[src/rtl/gen_evt_filt.sv]
// gen_evt_filt: debounce filter + level/edge event detector with a coalescing
// valid/ready event interface. One instance per synchronized external line.
// Optional: define GEN_EVT_GLITCH_CNT_EN to add the glitch_cnt[7:0] output,
// a saturating count of rejected glitches.
module gen_evt_filt #(
    parameter int DB_CYC = 4,
    parameter int DB_W   = 4,
    parameter int CNT_W  = 4
) (
    input  logic             CLK,
    input  logic             RST,
    input  logic             data_syn,
    input  logic [1:0]       mode,
    output logic             level,
    output logic             evt_valid,
    input  logic             evt_ready,
    output logic [CNT_W-1:0] evt_cnt,
    output logic             evt_ovf
`ifdef GEN_EVT_GLITCH_CNT_EN
    ,
    output logic [7:0]       glitch_cnt
`endif
);

    localparam logic [0:0]       S_IDLE   = 1'b0;
    localparam logic [0:0]       S_PEND   = 1'b1;
    localparam logic [DB_W-1:0]  DBC_LAST = DB_W'(DB_CYC - 1);
    localparam logic [CNT_W-1:0] CNT_MAX  = '1;
    localparam logic [CNT_W-1:0] CNT_ONE  = CNT_W'(1);

    logic             level_q, level_d;
    logic             lvl_d1_q;
    logic [DB_W-1:0]  dbc_q, dbc_d;
    logic [0:0]       state_q, state_d;
    logic [CNT_W-1:0] cnt_q, cnt_d;
    logic             ovf_q, ovf_d;
    logic             hit;

    // Debounce: level flips only after DB_CYC consecutive differing samples.
    always_comb begin
        level_d = level_q;
        dbc_d   = dbc_q;
        if (data_syn == level_q) begin
            dbc_d = '0;
        end else if (dbc_q == DBC_LAST) begin
            level_d = data_syn;
            dbc_d   = '0;
        end else begin
            dbc_d = dbc_q + 1'b1;
        end
    end

    // Event detection on the filtered level; level mode re-arms only from IDLE.
    always_comb begin
        case (mode)
            2'b00:   hit = level_q & (state_q == S_IDLE);
            2'b01:   hit = level_q & ~lvl_d1_q;
            2'b10:   hit = ~level_q & lvl_d1_q;
            default: hit = level_q ^ lvl_d1_q;
        endcase
    end

    // Batch FSM: coalesce hits while the consumer has not accepted.
    always_comb begin
        state_d = state_q;
        cnt_d   = cnt_q;
        ovf_d   = ovf_q;
        case (state_q)
            S_IDLE: begin
                if (hit) begin
                    state_d = S_PEND;
                    cnt_d   = CNT_ONE;
                    ovf_d   = 1'b0;
                end
            end
            default: begin
                if (evt_ready) begin
                    // an accept coinciding with a hit opens a fresh batch
                    if (hit) begin
                        cnt_d = CNT_ONE;
                        ovf_d = 1'b0;
                    end else begin
                        state_d = S_IDLE;
                        cnt_d   = '0;
                        ovf_d   = 1'b0;
                    end
                end else if (hit) begin
                    if (cnt_q != CNT_MAX) cnt_d = cnt_q + 1'b1;
                    else                  ovf_d = 1'b1;
                end
            end
        endcase
    end

    // State registers with synchronous reset.
    always_ff @(posedge CLK) begin
        if (RST) begin
            level_q  <= 1'b0;
            lvl_d1_q <= 1'b0;
            dbc_q    <= '0;
            state_q  <= S_IDLE;
            cnt_q    <= '0;
            ovf_q    <= 1'b0;
        end else begin
            level_q  <= level_d;
            lvl_d1_q <= level_q;
            dbc_q    <= dbc_d;
            state_q  <= state_d;
            cnt_q    <= cnt_d;
            ovf_q    <= ovf_d;
        end
    end

`ifdef GEN_EVT_GLITCH_CNT_EN
    logic [7:0] glitch_q;

    // Count samples that returned to level before the debounce completed.
    always_ff @(posedge CLK) begin
        if (RST) begin
            glitch_q <= '0;
        end else if ((dbc_q != '0) && (data_syn == level_q) && (glitch_q != 8'hFF)) begin
            glitch_q <= glitch_q + 8'd1;
        end
    end

    assign glitch_cnt = glitch_q;
`endif

    assign level     = level_q;
    assign evt_valid = (state_q == S_PEND);
    assign evt_cnt   = cnt_q;
    assign evt_ovf   = ovf_q;

endmodule

[config.mk]
export PLATFORM = sky130hd
export DESIGN_NAME = gen_evt_filt
export DESIGN_NICKNAME = d
export VERILOG_FILES = /design/src/rtl/gen_evt_filt.sv
export SDC_FILE = /design/constraint.sdc
export NUM_CORES = 1
export LEC_CHECK = 0
export BUFFER_PORTS_ARGS = -buffer_cell sky130_fd_sc_hd__buf_2
export CAP_MARGIN = 15
export CORE_MARGIN = 2
export CORE_UTILIZATION = 40
export CTS_CLUSTER_SIZE = 14
export DETAILED_ROUTE_END_ITERATION = 8
export SLEW_MARGIN = 5
export SYNTH_ARGS = -nofsm -noshare
export SYNTH_HDL_FRONTEND = slang
export SYNTH_SLANG_ARGS = --single-unit
[constraint.sdc]
create_clock -name CLK -period 1.4 [get_ports CLK]
set_input_delay 0.21 -clock CLK [delete_from_list [all_inputs] [get_ports CLK]]
set_output_delay 0.21 -clock CLK [all_outputs]
set_load 0.005 [all_outputs]
Yosys cells after proc, flatten, opt, wreduce, memory -nomap -nowiden
Index checks and enable logic that the tools add are counted.
Widths: inputs -> output; s select.
- logic and storage cells: 45
- bits of input ports: 6
- register bits after elaboration: 12
- output and inout bits: 7
- reduce and logical (&&, ||, !) cells: 7
- muxes and demuxes: 15
- equality and inequality tests: 7
- bitwise logic cells: 8
- $add $sub $neg: 2
- operators with widths (operator ; number):
    $mux 4 ; 5
    $mux 1 ; 9
    $add 4x1->4 const B ; 2
    $reduce_and 3->1 ; 2
    $eq 4x2->1 const B ; 1
    $ne 4x4->1 const B ; 1
    $not 1->1 ; 4
    $reduce_bool 2->1 ; 2
    $and 1x1->1 ; 3
    $ne 3x2->1 const B ; 1
    $ne 3x3->1 const B ; 1
    $pmux 1 s3 ; 1
    $reduce_or 3->1 ; 1
    $eq 2x1->1 const B ; 1
    $eq 2x2->1 const B ; 1
    $logic_not 2->1 ; 1
    $reduce_and 2->1 ; 1
    $eq 1x1->1 ; 1
    $xor 1x1->1 ; 1

Longest topological paths before layout
Gate-level depths: netlist of the first run.
- word-level depth: 6
- mapped depth: 6

Least setup slack after synthesis of the first run
No wires, ideal clock.
- path type: register -> register
- from: register level_q, in the netlist level
- to: register cnt_q[3], in the netlist evt_cnt[3]
- arrival: 1.417 ns
- library setup time: 0.131 ns
- period minus slack after synthesis: 1.548 ns
- path slack: -0.148 ns
- path buffers: 0
- cell stages (with the launch flop): 7
- cell sequence: dfxtp_1 inv_1 ha_1 nor2b_2 o21a_1 o41ai_1 a211oi_1
- word-level cells in the longest chain between the ends: 5
- elaborated cells between the ends (all ways): 9
- those cells by class: 1 x mux; 5 x bitwise; 3 x reduce/logical
- RTL lines (item ; line ; RTL):
    start: declaration ; 31 ; logic level_q, level_d;
    start signal: assignment ; 105 ; level_q <= level_d;
    $not 1->1 ; 58 ; 2'b10: hit = ~level_q & lvl_d1_q;
    $and 1x1->1 ; 58 ;
    $pmux 1 s3 (*) ; 55 ; case (mode)
    $reduce_bool 2->1 (no source line) ; -- ;
    $reduce_and 3->1 (no source line) (*) ; -- ;
    end signal: assignment ; 109 ; cnt_q <= cnt_d;
    end: declaration ; 35 ; logic [CNT_W-1:0] cnt_q, cnt_d;
Mark *: on every way between the ends. The rest lies on a longest branch, timed or not.
A chain may end at the register's enable or synchronous reset.

Worst setup path after layout of the first run
- from: register level_q, in the netlist level
- to: register cnt_q[2], in the netlist evt_cnt[2]
The elaborated chain is that of the path after synthesis.

==> results of run 1 <==
==> layer usage <==
layer,share of wire [%],vias up
met4,0.84,0
met5,0,-
met2,46,16
met3,5.1,2
li1,-,318
met1,48,296
==> through the flow <==
stage / power, W / worst slack, ps / hold WS [ps]
4_1_cts: 0.0006747 / 15.41 / 186.7
3_5_place_dp: 0.0003940 / -62.11 / 442.2
6_report: 0.0006776 / 42.07 / 184.3
5_1_grt: 0.0006998 / -19.73 / 206.0
3_3_place_gp: 0.0003934 / -17.10 / 436.3
2_1_floorplan: 0.0003776 / 25.24 / 348.5
==> critical path, delay by kind of cell, from the launching register on <==
family                     cells  cell delay [ps]
adders and majority gates      1              260
and+or+nand+nor                2              170
buffers and inverters          1               50
DFF                            1              340
AOI/OAI and AO/OA              2              450
==> power groups by stage <==
stage	logic, W	clock network [W]	registers, W
6_report	0.0000440	0.000286	0.000348
5_1_grt	0.0000478	0.000304	0.000348
4_1_cts	0.0000393	0.000288	0.000348
3_5_place_dp	0.0000384	0	0.000356
3_3_place_gp	0.0000379	0	0.000356
2_1_floorplan	0.0000218	0	0.000356
==> cell type report <==
| cell class | instances | share of cell area, % |
|---|---|---|
| clock buffer | 4 | 3.872 |
| inverter | 3 | 1.202 |
| multi-input combinational | 57 | 53.40 |
| sequential | 12 | 25.77 |
| tap | 16 | 2.136 |
| timing repair buffer | 21 | 13.62 |
==> layout by cell type, fill, tap and decap left out, drive strengths merged <==
cell type and instances:
o41ai 1, o211ai 1, a31oi 2, a221oi 1
dfxtp 12, o21ai 3, or2b 2, mux2i 1
or3 1, ha 3, nor2 10, a21oi 2
o21a 1, nor3b 2, nand3b 2, and2b 1
nand3 4, and2 1, a211oi 2, a22oi 1
xor2 1, clkbuf 4, xnor2 2, buf 21
nand2 3, nand4b 3, nor3 1, and3 1
nor2b 2, o22ai 1, o31ai 2, inv 3
==> logic make-up (layout without fill, tap and decap cells) <==
kind of cell | Yosys count | after routing | share of synthesized area [%]
adder cells (fa/ha/maj) | 3 | 3 | 5.726
AND/OR/NAND/NOR | 33 | 33 | 30.92
XOR/XNOR | 3 | 3 | 4.008
flip-flops | 12 | 12 | 36.64
multiplexers | 1 | 1 | 1.527
AO/OA/AOI/OAI | 17 | 17 | 18.32
buffers and inverters | 4 | 28 | 2.863
==> flip-flops by register name, summed over array words and instances, names as in the netlist <==
register	flops
level	1
evt_cnt	4
evt_ovf	1
evt_valid	1
dbc_q	4
lvl_d1_q	1
==> worst max-delay path by stage <==
stage                     start  slack (ps)          to
final                     level          40  evt_cnt[2]
after global routing      level         -20  evt_cnt[2]
after CTS                 level          20  evt_cnt[1]
after detailed placement  level         -60  evt_cnt[0]
after global placement    level         -20  evt_cnt[2]
after floorplan           level          30  evt_cnt[2]
==> repair_timing <==
| action | 4_1_cts | 5_1_grt |
|---|---|---|
| setup buffers | 0 | 1 |
| gates resized for setup | 3 | 11 |
| endpoints found under the setup margin | 4 | 4 |
| pin swaps | 7 | 5 |
==> summary.txt, run 1 <==
Route
  • Final WL: 1543 um
  • DRT antenna net count: 0
  • Wire per inst: between 10 and 15 um
  • DR pass1 iterations: 5
  • Via count: roughly 630
  • DR vias/cell: 5.593
  • Remaining DRCs: 0
  • Initial DRC count: 10

Worst setup path
  • Crit. End Element: flop
  • FF-to-FF path depth: 6
  • Worst reg2reg startpoint: level
  • Req. time, crit path: 1600 ps
  • R2R Path End: evt_cnt[2]
  • Critical Path Fanout Max: 4
  • CP Launch Type: flop
  • R2R Setup Slk: 40 ps
  • Worst-path cell chain: inv_2 > ha_4 > nor2b_4 > o21ai_4 > nand3_2 > a221oi_2
  • Slowest CP cell: dfxtp_2
  • CP arrival: 1560 ps
  • Kind of critical path: flop to flop
  • Critical Path Max Stage Delay: 340 ps

Synthesis
  • Mean post-synth cell area: 8.981 sq um
  • Post-Synthesis Cells: 73
  • FF+latch count, synth: 12
  • Main synth FF type: dfxtp_1
  • Net count after synthesis: 82
  • Post-synthesis cell type count: 34
  • Count leader, synth: dfxtp_1
  • Post-synth top area share: 36.64%
  • Synth warn: 0
  • Synth area leaders: dfxtp_1 (37%), ha_1 (5.7%), nor2_1 (5.7%)
  • Synth Cell Area: 655.6 sq um
  • Synth cell count leaders: dfxtp_1 (12), nor2_1 (10), nand3_1 (4)
  • Cell taking the most area after synthesis: dfxtp_1
  • Sequential share of the synthesized area: about 37%
  • EDFF count, synth: 0
  • Async S/R FF share, synth: 0%

Power and ir drop
  • Leakage Power: 0.3937 nW
  • Switch Pwr: 0.0001547 W
  • P_int: approximately 0.00052 W
  • Switching share of power: 22.83%
  • Reg power frac: 51.3%
  • Clock Power Share: 42.2%
  • Logic gate share of total power: 6.5%
  • Worst vdd ir: 0.5279 mV
  • Power Density: 723.0 mW/mm^2

Final layout
  • Final instance count without filler cells: 113
  • FF/Latch Area: ~240 sq um
  • Antenna Cells: 0
  • Syn-to-layout area delta: 42.94%
  • Util after Layout: around three fifths
  • Final nets: roughly 110
  • Fin area: 937.1 sq um
  • Layout cells sized above 1: ~46%
  • Area of the multi-input gates: around 500 sq um
  • Fillers: 139

Placement
  • GP Congestion: 0.8627
  • Dpl cell area: 807.0 sq um
  • Cells after DPL: between 100 and 150
  • Final HPWL DP: roughly 1100 um
  • IO Port Bufs: 12

Timing
  • Slew @ Worst Pin: 310.7 ps
  • Slew HR: 79.24%
  • Final Slew Violations: 0
  • Final Skew: 4.821 ps
  • Min Clock Period, post-route: 1358 ps
  • RSZ-0062 raised after global routing: true
  • Max Fclk: 736.4 MHz
  • Tcrit/Tclk final: 97.00%
  • Hold Fails Final Rpt: 0
  • Setup TNS: 0 ps
  • Final setup violation count: 0

Floorplan
  • DIE HEIGHT: 44.49 um
  • Row cnt: 14
  • Placeable Area: 0.001524 sq mm
  • Die area: ~0.0020 sq mm
  • Horiz. Die Dim: 44.49 um
  • Initial core utilization: 43.02%
  • Io pins: 13

Global routing
  • First-pass GRT wire length: 2387 um
  • Largest net degree at the start of global routing: 11
  • GR Layer Usage met2: 24.06%
  • Grt ovf: 0
  • Initial antenna violation count: 0
  • Total Routing Usage GR: 17.17%
  • Vias in the first global route: between 500 and 600
  • Met1 global-route usage: 23.62%
  • GR Util met3: 4.898%
  • GRT Max-Usage Layer: met2

Clock network
  • CTS HTree Levels: 1
  • CTS sink count: 12
  • Clock transition at path regs: around 80 ps
  • Root Driver: clkbuf_4
  • CTS Hold Bufs: 0
  • TritonCTS Buffers: 3
  • Clock Latency Late Sink: about 280 ps
  • CTS tree: done
  • Longest Clk Path Bufs: 2

Min path
  • Worst Hold Class: input port to flop
  • Worst hold start: data_syn
  • Hold Crit Endpoint: level
  • Worst hold path depth: 3

Job
  • Maxcap violations: 0

Outcome
  • Status: completed
(Power assumes the default switching activity.)
==> inputs of run 2 (changes only) <==
CORE_UTILIZATION = 30   (was 40)
SLEW_MARGIN = default   (was 5)
==> run 2 against run 1 <==
  * Sequential power about the same
  * Register-to-register slack about the same
  * Clock skew decreased by 4.1 ps
  * Worst hold slack improved by 7.4 ps
  * First-iteration DRC count increased by 10%
  * Power decreased by 1.2%
  * Cell area decreased by 3.9%
==> summary.txt, run 2 (synthesized netlist as in run 1, its figures left out) <==
Outcome
  • Status: completed

Final layout
  • Antenna Cells: 0
  • FF/Latch Area: between 200 and 250 sq um
  • Most common cell after layout, fill and taps aside: buf_2
  • Fillers: 191
  • Fin area: 900.9 sq um
  • Area of the multi-input gates: approximately 480 sq um
  • Most frequent cells in the layout: buf_2 (12), dfxtp_1 (11), nor2_1 (10)
  • Util after Layout: between 40% and 50%
  • Syn-to-layout area delta: 37.40%
  • Final nets: about 100
  • Layout cells sized above 1: 46.24%

Route
  • DRT antenna net count: 0
  • DR pass1 iterations: 2
  • Remaining DRCs: 0
  • Initial DRC count: 11
  • Via count: between 600 and 700
  • Final WL: 1420 um
  • DR vias/cell: ~5.1
  • Wire per inst: around 12 um

Global routing
  • Grt ovf: 0
  • Largest net degree at the start of global routing: 11
  • First-pass GRT wire length: 2421 um
  • Initial antenna violation count: 0
  • Vias in the first global route: around 570
  • Total Routing Usage GR: 12.63%

Power and ir drop
  • Logic gate share of total power: 6.8%
  • Reg power frac: between 50 and 60%
  • Switching share of power: 21.66%
  • Power Density: 742.9 mW/mm^2
  • Switch Pwr: roughly 0.00014 W
  • Clock Power Share: 41.3%
  • Worst vdd ir: approximately 0.45 mV
  • Leakage Power: 0.3566 nW
  • P_int: 0.0005243 W

Placement
  • Dpl cell area: 798.3 sq um
  • IO Port Bufs: 12
  • GP Congestion: 0.8508
  • Final HPWL DP: 1084 um

Floorplan
  • Initial core utilization: 32.75%
  • DIE HEIGHT: ~50 um
  • Placeable Area: 0.002002 sq mm
  • Row cnt: 16
  • Horiz. Die Dim: 50.75 um
  • Die area: around 0.0026 sq mm
  • Io pins: 13

Timing
  • Hold_ws: 191.7 ps
  • Max Fclk: 733.3 MHz
  • Setup TNS: 0 ps
  • Tcrit/Tclk final: 97.41%
  • Slew HR: 76.79%
  • Slew @ Worst Pin: 347.7 ps
  • Final Skew: 0.6778 ps
  • Final setup violation count: 0
  • Hold Fails Final Rpt: 0
  • Final Slew Violations: 0
  • Min Clock Period, post-route: between 1000 and 1500 ps

Clock network
  • CTS tree: done
  • CTS Hold Bufs: 0
  • Clock transition at path regs: 80 ps
  • Longest Clk Path Bufs: 2
  • Clock Latency Late Sink: ~270 ps
  • Root Driver: clkbuf_4
  • CTS HTree Levels: 1
  • CTS sink count: 12
  • TritonCTS Buffers: 3

Worst setup path
  • Worst reg2reg startpoint: level
  • Slowest CP cell: dfxtp_2
  • CP arrival: 1520 ps
  • Crit. End Element: flop
  • Req. time, crit path: 1550 ps
  • R2R Setup Slk: ~36 ps
  • Critical Path Max Stage Delay: 340 ps
  • Kind of critical path: flop to flop
  • Worst-path cell chain: inv_2 > ha_4 > nor2b_2 > o21a_4 > nor2_1 > o22ai_1
  • CP Launch Type: flop
  • FF-to-FF path depth: 6
  • Critical Path Fanout Max: 6
  • CP top delay family: simple AND/OR/NAND/NOR gates
  • R2R Path End: evt_cnt[1]
  • CP Buf/Inv Count: 1

Min path
  • Worst hold start: data_syn
  • Hold Crit Endpoint: level
  • Worst hold path depth: 3
  • Worst Hold Class: input port to flop

Job
  • Maxcap violations: 0
run 2: changes by cell type in the layout (fill, tap and decap cells not counted), sizes merged:
cell / delta
buf: -4
run 2: power groups by stage:
stage	clock network (W)	registers (W)	logic, W
after floorplan	0	0.000356	0.0000218
after global placement	0	0.000356	0.0000373
after detailed placement	0	0.000356	0.0000384
after CTS	0.000284	0.000348	0.0000387
after global routing	0.000301	0.000348	0.0000497
final	0.000276	0.000348	0.0000454
run 2: metal layers:
layer	GRT usage [%]	part of all wire (%)
met3	2.083	2.5
met1	15.61	47
met2	19.52	49
met4	9.459	1.9
met5	0	0
run 2: metrics by stage:
| stage | cells | worst slack (ps) | total power, W |
|---|---|---|---|
| after global placement | 116 | -5.442 | 0.0003929 |
| final | 120 | 36.26 | 0.0006693 |
| after global routing | 120 | -8.285 | 0.0006991 |
| after CTS | 120 | 2.634 | 0.0006706 |
| after floorplan | 73 | 25.24 | 0.0003776 |
| after detailed placement | 116 | -15.28 | 0.0003939 |
run 2: what timing repair did:
action                     CTS  global route
resized for setup            1            11
setup buffers                0             0
pin swaps                    2             4
setup endpoints to repair    1             6
run 2: cell type report:
cell class              instances  share of cell area [%]
inverters                       3                   1.250
multi-input cells              57                   53.33
clock buffers                   4                   4.028
flip-flops and latches         12                   26.81
repair buffers                 17                   10.83
well taps                      27                   3.750
run 2: worst max-delay path by stage:
stage               startpoint    endpoint  slack, ps  depth (start not counted)
floorplan                level  evt_cnt[2]         30                          6
global placement         level  evt_cnt[2]         -5                          6
detailed placement       level  evt_cnt[2]        -20                          6
CTS                      level  evt_cnt[2]          3                          6
global route          lvl_d1_q  evt_cnt[2]         -8                          4
finish                   level  evt_cnt[1]         40                          6
run 2: tightest hold or removal path, cell delays in order:
cell and delay [ps]:
buf_2 100, a21oi_1 60, nor2_1 70
==> inputs of run 3 (changes only) <==
clock period = 1.2 ns   (was 1.4 ns; I/O delays follow)
==> run 3 against run 2 <==
  * The flow now finishes with violations (setup timing)
  * Cell area is 13% higher
  * Final cell count grew 7.5%
  * Worst hold slack worse by 37 ps
  * Worst setup slack worse by 190 ps
  * Sequential cell count unchanged
  * Utilization rose by 6.1 points
  * Count of clock-buffer cells in the layout did not move
  * Sequential power is 16% higher
==> summary.txt, run 3 (synthesized netlist as in run 1, its figures left out) <==
Final layout
  • Fillers: 191
  • Syn-to-layout area delta: 55.92%
  • Final nets: 112
  • Antenna Cells: 0
  • Fin area: 0.001022 sq mm
  • Most frequent cells in the layout: buf_4 (14), buf_2 (12), nor2_1 (8), dfxtp_1 (8)
  • Layout cells sized above 1: between 50% and 60%
  • Most common cell after layout, fill and taps aside: buf_4

Worst setup path
  • Slowest CP cell: dfxtp_4
  • Critical Path Max Stage Delay: 360 ps
  • Req. time, crit path: approximately 1400 ps
  • Kind of critical path: flop to flop
  • CP arrival: 1520 ps
  • Worst-path cell chain: inv_4 > ha_4 > nor2b_4 > o21a_4 > o41ai_4 > a211oi_2
  • CP Launch Type: flop
  • Crit. End Element: flop
  • Critical Path Fanout Max: 6

Job
  • Maxcap violations: 0

Global routing
  • Vias in the first global route: 659
  • Initial antenna violation count: 0
  • Grt ovf: 0
  • Total Routing Usage GR: 15.29%
  • First-pass GRT wire length: 2911 um
  • Largest net degree at the start of global routing: 11

Floorplan
  • Placeable Area: approximately 0.002 sq mm
  • Die area: 0.002576 sq mm
  • Initial core utilization: 32.75%
  • Horiz. Die Dim: 50.75 um
  • Row cnt: 16
  • Io pins: 13
  • DIE HEIGHT: about 51 um

Timing
  • Max Fclk: approximately 740 MHz
  • Min Clock Period, post-route: 1355 ps
  • Hold Fails Final Rpt: 0
  • Final Skew: 3.959 ps
  • Slew HR: 82.47%
  • Final setup violation count: 6
  • Final Slew Violations: 0
  • Setup TNS: -719.0 ps
  • Slew @ Worst Pin: 260.1 ps
  • RSZ-0062 raised after global routing: true
  • Worst setup margin: -154.5 ps
  • Tcrit/Tclk final: 112.9%

Power and ir drop
  • Switching share of power: a little under a quarter
  • Leakage Power: between 0.4 and 0.5 nW
  • P_int: slightly above 0.0006 W
  • Power Density: 784.5 mW/mm^2
  • Worst vdd ir: ~0.43 mV
  • Switch Pwr: 0.0001870 W
  • Logic gate share of total power: 7.9%
  • Reg power frac: 50.1%
  • Clock Power Share: 42.0%

Outcome
  • Failing checks: setup timing
  • Status: complete, but fails checks

Clock network
  • CTS Hold Bufs: 0
  • Root Driver: clkbuf_4
  • CTS HTree Levels: 1
  • Clock transition at path regs: roughly 80 ps
  • CTS sink count: 12
  • TritonCTS Buffers: 3
  • Longest Clk Path Bufs: 2
  • Clock Latency Late Sink: 280 ps
  • CTS tree: done

Route
  • DRT antenna net count: 0
  • Wire per inst: 13.19 um
  • DR vias/cell: 5.023
  • Via count: 648
  • Initial DRC count: 8
  • Final WL: 1701 um
  • DR pass1 iterations: 4
  • Remaining DRCs: 0

Placement
  • IO Port Bufs: 12
  • Dpl cell area: 920.9 sq um
  • Final HPWL DP: roughly 1200 um
  • GP Congestion: 0.8467

Min path
  • Worst Hold Class: input port to flop
-- run 3: cell types whose count changed in the layout (fill, tap and decap cells not counted), moves of 2 or more --
| cell | change |
|---|---|
| buf_4 | +9 |
| dfxtp_1 | -3 |
| dfxtp_4 | +2 |
| nor2_1 | -2 |
| nor2_2 | +2 |
| o31ai_2 | -2 |
-- run 3: path summary, 6_finish.rpt --
| path | endpoint | slack, ps | depth (start not counted) | start |
|---|---|---|---|---|
| setup / recovery | evt_cnt[3] | -150 | 6 | level |
| hold reg to reg | dbc_q[0] | 500 | 2 | dbc_q[0] |
| setup reg to reg | evt_cnt[3] | -150 | 6 | level |
| hold / removal | level | 150 | 3 | data_syn |
-- run 3: power by group through the flow --
stage,Sequential (W),Clock [W],Combinational (W)
finish,0.000402,0.000337,0.0000631
global route,0.000403,0.000369,0.0000679
CTS,0.000404,0.000353,0.0000621
detailed placement,0.000413,0,0.0000562
global placement,0.000412,0,0.0000549
floorplan,0.000413,0,0.0000280
-- run 3: layout make-up --
class,instances,area [sq um],area share [%]
Clock buffer,4,36.28,3.550
Inverter,3,13.76,1.346
Multi-Input combinational cell,57,523.0,51.16
Sequential cell,12,250.2,24.48
Tap cell,27,33.78,3.305
Timing Repair Buffer,26,165.2,16.16
-- run 3: routing by layer --
metal / track usage (%) / wire [um] / part of all wire [%]
met2: 24.34 / 838 / 49
met5: 0 / 0 / 0
met1: 18.26 / 750 / 44
met3: 3.571 / 66 / 3.9
met4: 9.910 / 46 / 2.7
-- run 3: repair_timing --
action	in CTS	in global routing
pin swaps	3	3
buffers inserted	1	0
gates resized for setup	8	5
endpoints found under the hold margin	0	0
endpoints found under the setup margin	11	11
-- run 3: stage by stage --
step           total power [W]  util, %  worst slack, ps  hold WS, ps  instances
5_1_grt              0.0008401    51.06           -212.4        178.3        129
6_report             0.0008020    51.06           -154.5        154.8        129
3_3_place_gp         0.0004674    46.00           -113.5        430.4        124
2_1_floorplan        0.0004413        -           -107.8        317.3         73
3_5_place_dp         0.0004690    46.00           -172.8        451.1        124
4_1_cts              0.0008189    50.25           -146.9        149.8        129
-- run 3: critical path, delay by kind of cell (launching register included) --
kind / cells / cell delay [ps]
DFF: 1 / 360
adders and majority gates: 1 / 260
and+or+nand+nor: 1 / 40
AOI/OAI and AO/OA: 3 / 550
buffers and inverters: 1 / 40
